==> config.mk <==
export PLATFORM = sky130hd
export DESIGN_NAME = rr_arbiter_4
export DESIGN_NICKNAME = d
export VERILOG_FILES = /design/src/rtl/rr_arbiter_4.sv
export SDC_FILE = /design/constraint.sdc
export NUM_CORES = 1
export LEC_CHECK = 0
export ABC_AREA = 0
export CAP_MARGIN = 25
export CORE_UTILIZATION = 55
export DETAILED_ROUTE_END_ITERATION = 16
export HOLD_SLACK_MARGIN = 0.1
export PLACE_DENSITY = 0.84
export SLEW_MARGIN = 40
export SYNTH_ARGS = -nofsm -noshare
export SYNTH_HDL_FRONTEND = slang
export SYNTH_SLANG_ARGS = --single-unit
==> constraint.sdc <==
create_clock -name clk -period 4.8 [get_ports clk]
set_input_delay 1.44 -clock clk [delete_from_list [all_inputs] [get_ports clk]]
set_output_delay 1.44 -clock clk [all_outputs]
set_load 0.005 [all_outputs]
==> src/rtl/rr_arbiter_4.sv <==
// -----------------------------------------------------------------------------
// rr_arbiter_4
// Four-requester round-robin arbiter with a bounded hold time.
// A granted requester keeps the resource while it requests, but once it has
// held it for MAX_HOLD cycles and someone else is waiting, it is preempted.
// All outputs are registered; there is no combinational req->gnt path.
//
// Ports
//   clk        in   1  system clock, rising edge
//   rst        in   1  asynchronous, active-high reset
//   req        in   4  request lines, req[i]=1 -> requester i wants the resource
//   gnt        out  4  one-hot grant or all-zero
//   gnt_idx    out  2  binary index of gnt (00 when no grant)
//   gnt_valid  out  1  any grant bit set
//   gnt_new    out  1  single-cycle pulse in the first cycle of each new grant
// -----------------------------------------------------------------------------
module rr_arbiter_4 #(
    parameter int MAX_HOLD = 8
) (
    input  logic       clk,
    input  logic       rst,
    input  logic [3:0] req,
    output logic [3:0] gnt,
    output logic [1:0] gnt_idx,
    output logic       gnt_valid,
    output logic       gnt_new
);

    localparam int HW = (MAX_HOLD > 2) ? $clog2(MAX_HOLD) : 1;
    localparam logic [HW-1:0] HOLD_LAST = HW'(MAX_HOLD - 1);

    typedef enum logic {
        ST_IDLE  = 1'b0,
        ST_GRANT = 1'b1
    } state_t;

    state_t          state_q, state_d;
    logic [1:0]      ptr_q, ptr_d;
    logic [1:0]      idx_q, idx_d;
    logic [HW-1:0]   hold_cnt_q, hold_cnt_d;
    logic [3:0]      gnt_q, gnt_d;
    logic [1:0]      gnt_idx_q, gnt_idx_d;
    logic            gnt_valid_q, gnt_valid_d;
    logic            gnt_new_q, gnt_new_d;

    logic [1:0]      winner_s;
    logic            new_grant_s;

    // One-hot decode of a 2-bit index.
    function automatic logic [3:0] onehot(input logic [1:0] i);
        logic [3:0] v;
        case (i)
            2'd0:    v = 4'b0001;
            2'd1:    v = 4'b0010;
            2'd2:    v = 4'b0100;
            2'd3:    v = 4'b1000;
            default: v = 4'b0000;
        endcase
        return v;
    endfunction

    // First set request scanning upward from p, wrapping modulo 4.
    function automatic logic [1:0] pick(input logic [3:0] r, input logic [1:0] p);
        logic [1:0] w;
        logic [1:0] c;
        logic       found;
        w     = p;
        found = 1'b0;
        for (int i = 0; i < 4; i++) begin
            c = p + i[1:0];
            if (!found && r[c]) begin
                w     = c;
                found = 1'b1;
            end else begin
                found = found;
            end
        end
        return w;
    endfunction

    // Winner of a fresh arbitration round. While granting, ptr_q = idx_q+1,
    // so the current holder is automatically the lowest priority.
    always_comb begin
        winner_s = pick(req, ptr_q);
    end

    // Next-state and next-output computation.
    always_comb begin
        state_d     = state_q;
        ptr_d       = ptr_q;
        idx_d       = idx_q;
        hold_cnt_d  = hold_cnt_q;
        new_grant_s = 1'b0;

        case (state_q)
            ST_IDLE: begin
                if (req != 4'b0000) begin
                    new_grant_s = 1'b1;
                end else begin
                    state_d = ST_IDLE;
                end
            end
            ST_GRANT: begin
                if (req[idx_q]) begin
                    if (hold_cnt_q != HOLD_LAST) begin
                        hold_cnt_d = hold_cnt_q + HW'(1);
                    end else if ((req & ~onehot(idx_q)) != 4'b0000) begin
                        new_grant_s = 1'b1;
                    end else begin
                        hold_cnt_d = HOLD_LAST;
                    end
                end else if (req != 4'b0000) begin
                    new_grant_s = 1'b1;
                end else begin
                    state_d = ST_IDLE;
                end
            end
            default: begin
                state_d = ST_IDLE;
            end
        endcase

        if (new_grant_s) begin
            state_d    = ST_GRANT;
            idx_d      = winner_s;
            hold_cnt_d = '0;
            ptr_d      = winner_s + 2'd1;
        end else begin
            idx_d = idx_d;
        end

        if (state_d == ST_GRANT) begin
            gnt_d       = onehot(idx_d);
            gnt_idx_d   = idx_d;
            gnt_valid_d = 1'b1;
        end else begin
            gnt_d       = 4'b0000;
            gnt_idx_d   = 2'b00;
            gnt_valid_d = 1'b0;
        end
        gnt_new_d = new_grant_s;
    end

    // State and output registers with asynchronous reset.
    always_ff @(posedge clk or posedge rst) begin
        if (rst) begin
            state_q     <= ST_IDLE;
            ptr_q       <= 2'd0;
            idx_q       <= 2'd0;
            hold_cnt_q  <= '0;
            gnt_q       <= 4'b0000;
            gnt_idx_q   <= 2'b00;
            gnt_valid_q <= 1'b0;
            gnt_new_q   <= 1'b0;
        end else begin
            state_q     <= state_d;
            ptr_q       <= ptr_d;
            idx_q       <= idx_d;
            hold_cnt_q  <= hold_cnt_d;
            gnt_q       <= gnt_d;
            gnt_idx_q   <= gnt_idx_d;
            gnt_valid_q <= gnt_valid_d;
            gnt_new_q   <= gnt_new_d;
        end
    end

    assign gnt       = gnt_q;
    assign gnt_idx   = gnt_idx_q;
    assign gnt_valid = gnt_valid_q;
    assign gnt_new   = gnt_new_q;

endmodule

After elaboration in Yosys (flattened, before gate mapping)
Index checks and enable logic that the tools add are counted.
- add/sub/neg operators: 5
- multipliers: 0
- divide/modulo/power cells: 0
- magnitude comparators: 5
- equal/unequal tests: 8
- shift-type cells: 0
- multiplexer cells: 38
- bitwise logic cells: 3
- reduce and logical (&&, ||, !) cells: 13
- operators with widths (operator ; count):
    $pmux W4 S4 ; 2
    $mux W4 ; 4
    $lt A2 B3 Y1 const B ; 5
    $mux W1 ; 15
    $mux W3 ; 5
    $bmux W1 S2 ; 5
    $mux W2 ; 5
    $eq A2 B2 Y1 const B ; 4
    $reduce_bool A4 Y1 ; 2
    $ne A3 B3 Y1 const B ; 2
    $add A2 B1 Y2 const B ; 2
    $add A2 B2 Y2 const B ; 2
    $and A4 B4 Y4 ; 1
    $eq A2 B1 Y1 const B ; 2
    $logic_not A2 Y1 ; 2
    $not A4 Y4 ; 1
    $pmux W1 S2 ; 2
    $reduce_bool A2 Y1 ; 2
    $add A3 B1 Y3 const B ; 1
    $logic_and A1 B1 Y1 ; 3
    $logic_not A1 Y1 ; 3
    $reduce_and A3 Y1 ; 1
    $not A1 Y1 ; 1
- bits in registers: 16
- latch bits: 0
- bits in writable memories: 0
- memory bits (read-only): 0
- bits of input ports: 6
- output and inout port bits: 8
- logic and storage cells: 80
- memories: 0

Depth between registers and ports, before layout
- depth in word-level cells: 16
- depth in mapped cells: 7
- depth with buffers taken out: 6

Least setup slack after synthesis
Ideal clock, no wire load.
- path type: input to register
- start point: in req[2]
- end point: reg gnt_idx_q[1] (netlist: gnt_idx[1])
- setup time: 119 ps
- data arrival time: 2700 ps
- data required time: 4681 ps
- slack: 1981 ps
- cell stages on the path: 5
- path buffers: 1
- cells stage by stage: buf_2 -> nor4_4 -> o2bb2ai_1 -> mux2_2 -> and2_1
- cells in the longest elaborated chain, start to end: 14
- elaborated cells on any way between the ends: 35
- those cells by class: mux: 26; bitwise: 1; reduce/logical: 8
- ends and longest elaborated chain (what ; line ; source):
    start: declaration ; 22 ; input logic [3:0] req,
    $bmux W1 S2 ; 71 ; if (!found && r[c]) begin
    $mux W1 (not written as such) ; 71 ;
    $mux W1 ; 71 ;
    $logic_not A1 Y1 ; 71 ;
    $logic_and A1 B1 Y1 ; 71 ;
    $mux W1 ; 71 ;
    $logic_not A1 Y1 ; 71 ;
    $logic_and A1 B1 Y1 ; 71 ;
    $mux W1 ; 71 ;
    $logic_not A1 Y1 ; 71 ;
    $logic_and A1 B1 Y1 ; 71 ;
    $mux W2 ; 71 ;
    $mux W2 (*) ; 123 ; if (new_grant_s) begin
    net idx_d[1] ; 39 ; logic [1:0] idx_q, idx_d;
    $mux W2 (*) ; 132 ; if (state_d == ST_GRANT) begin
    net gnt_idx_d[1] ; 42 ; logic [1:0] gnt_idx_q, gnt_idx_d;
    end signal: assignment ; 161 ; gnt_idx_q <= gnt_idx_d;
    end: declaration ; 42 ;
The timed path passes the listed nets; every way through them passes the cells marked *. The select of a mux whose other input is x is not followed.
A chain may end at the register's enable or synchronous reset.

Worst setup path after layout
- start point: in req[3]
- end point: reg gnt_idx_q[1] (netlist: gnt_idx[1])
The elaborated chain is that of the path after synthesis.

==> impl_metrics.yaml <==
status:
  status: "complete, no violations"
synthesis:
  synthXorXnorAreaFrac_pct: 1.01
  yosysMostFrequentCell: "dfrtp_1"
  synth_common_cells: "dfrtp_1, a21oi_1, nand2_1"
  synthArstFlopShare_pct: 100
  muxShareOfSynthArea_pct: 5.92
  ys_warn_count: 0
  postSynthNetCount: 95
  synth-compound-area-share_pct: 18.2
  yosys.area.top_type_share_pct: 43.3
  avgSynthCellArea_sq_um: 9.85
  synth_area_sq_um: 867
  synthFlopType: "dfrtp_1"
  synth_cell_type_count: 35
  synthAdderAreaFrac_pct: 1.44
  ys_seq_area_share_pct: 43.3
  synth-seq-cells: 15
  synth_edf_count: 0
  yosys-top-cells-area: "dfrtp_1, a21oi_1, buf_6, mux2i_1, nand3b_1"
  syn_inst: 88
  synth_top_area_cell: "dfrtp_1"
  synthSimpleGateAreaFrac_pct: 18.5
  synth_top_family_by_area: "simple AND/OR/NAND/NOR gates"
timing:
  slew_headroom_pct: 56.9
  rsz0062_at_grt: "no"
  fin_tns_setup_ns: 0
  whs_ns: 0.513
  finClkSkew_ns: 0.00396
  worstMarginPinSlew_ns: 0.643
  setup_viol: 0
  period_share_pct: 69.9
  drv_slew: 0
  period_needed_ns: 3.36
  fmax_ghz: 0.298
  hold_viol: 0
grt:
  overflow: 0
  antenna_found_initial: 0
  track_usage_pct: 23.0
  grt_pass1_vias: 691
  grt_max_degree: 17
  grt_pass1_wl_mm: 2.96
drt:
  vias: 694
  drt_first_iter_violations: 30
  post_drt_wl_per_cell_um: 14.9
  dr.pass1.iters: 4
  remaining_drc_errors: 0
  ant_nets: 0
  drt-total-wl_mm: 1.69
  vias_per_cell: 6.14
run:
  maxCapViolCount: 0
die:
  die_y_um: 41.7
  core_sq_um: 1380
  die_area_sq_um: 1740
  start_util_pct: 62.7
  die_w_um: 41.7
  fp-row-count: 13
  pin_count: 14
placed_design:
  placedInstanceArea_sq_um: 956
  dp_hpwl_mm: 1.20
  port_buffers: 13
  place.gp.congestion: 0.762
  dp_cells: 108
cells_and_area:
  syn_to_final_growth_pct: 14.0
  final_area_sq_um: 988
  final_nets: 106
  drive_gt1_share_pct: 13.3
  diodes: 0
  final_cells: 113
clock_network:
  cts-root-buf: "clkbuf_4"
  clock-sinks: 15
  cts_buffers: 3
  htree_levels: 1
  cts_setup_buffers: 0
  cts_resized: 0
  cts_hold_buf: 0
  path_clk_slew_ns: 0.09
  clk_path_buf_depth: 2
  cts_tree: "done"
  clk_latency_ns: 0.29
worst_setup_path:
  crit_path_end_kind: "flop"
  critPathRequiredTime_ns: 4.99
  arrival_ns: 3.54
  ff2ff_setup_slack_ns: 2.67
  start_kind: "input pin"
  worstSetupPathType: "input pin to flop"
  path_max_fanout: 16
pwr:
  vdd_drop_max_v: 0.000364
  power_density_nw_per_um2: 570
  p_total_w: 0.000563
  leakage_nw: 0.419
hold_path:
  min_path_type: "flop to flop"
==> sequential cells by signal, summed over array words and instances, names as in the netlist <==
| name | flops |
|---|---|
| gnt | 4 |
| gnt_idx | 2 |
| gnt_new | 1 |
| gnt_valid | 1 |
| hold_cnt_q | 3 |
| idx_q | 2 |
| ptr_q | 2 |
==> worst max-delay path: stages <==
cell             delay [ns]
clkdlybuf4s50_1        0.62
mux2i_1                0.25
o22ai_1                0.13
o2bb2ai_2              0.53
mux2_2                 0.42
and2_1                 0.15
==> logic make-up after synthesis <==
| group | after synthesis |
|---|---|
| compound gates | 24 |
| xor+xnor | 1 |
| fa+ha+maj | 1 |
| buf+inv | 16 |
| flops | 15 |
| mux | 5 |
| simple gates | 26 |
==> metrics by stage <==
| step | utilization [%] | worst slack [ns] |
|---|---|---|
| 3_3_place_gp | 68.7 | 0.943 |
| 6_report | 71.5 | 1.44 |
| 5_1_grt | 71.5 | 1.32 |
| 2_1_floorplan | - | 1.98 |
| 3_5_place_dp | 69.1 | 1.17 |
| 4_1_cts | 71.1 | 1.48 |
==> report_power, final <==
group	switching (W)	internal [W]
clock network	0.0000406	0.0000310
registers	0.0000524	0.000178
logic	0.000120	0.000141
==> routing by layer <==
layer,GRT usage [%],routed length (um),vias to the layer above
met4,5.81,10,0
met3,7.83,103,4
met1,28.3,784,332
li1,-,-,332
met5,0,0,-
met2,38.8,790,26
==> final timing paths <==
check / startpoint / endpoint / cells past startpoint
setup / recovery: req[3] / gnt_idx[1]$_DFF_PP0_ / 6
hold reg to reg: hold_cnt_q[1]$_DFFE_PP0P_ / hold_cnt_q[1]$_DFFE_PP0P_ / 2
setup reg to reg: idx_q[0]$_DFF_PP0_ / gnt_idx[1]$_DFF_PP0_ / 5
min in group asynchronous: rst / gnt[2]$_DFF_PP0_ / 2
max in group asynchronous: rst / hold_cnt_q[2]$_DFFE_PP0P_ / 2
hold / removal: hold_cnt_q[1]$_DFFE_PP0P_ / hold_cnt_q[1]$_DFFE_PP0P_ / 2
==> cells in the final DEF (no fill, tap or decap), drive strengths merged <==
master          n
nand3           2
or3             2
nor2            4
nor4            2
o21a            1
a21boi          1
a22oi           1
clkbuf          4
o2bb2ai         1
nor4b           1
nor3b           2
a21oi          10
mux2            1
a222oi          1
dfrtp          15
nand3b          4
clkdlybuf4s50  13
inv             8
mux2i           4
o22a            2
nand2b          1
clkinv          1
o22ai           5
xnor2           1
and2            1
o21ai           2
nand2           7
ha              1
==> final cells by class <==
cell class | instances | area [sq um]
Sequential cell | 15 | 375
Inverter | 8 | 35.0
Clock inverter | 1 | 5.00
Fill cell | 106 | 394
Tap cell | 15 | 18.8
Timing Repair Buffer | 14 | 135
Clock buffer | 3 | 22.5
Multi-Input combinational cell | 57 | 397
No activity file was read; power rests on OpenSTA's default activity.
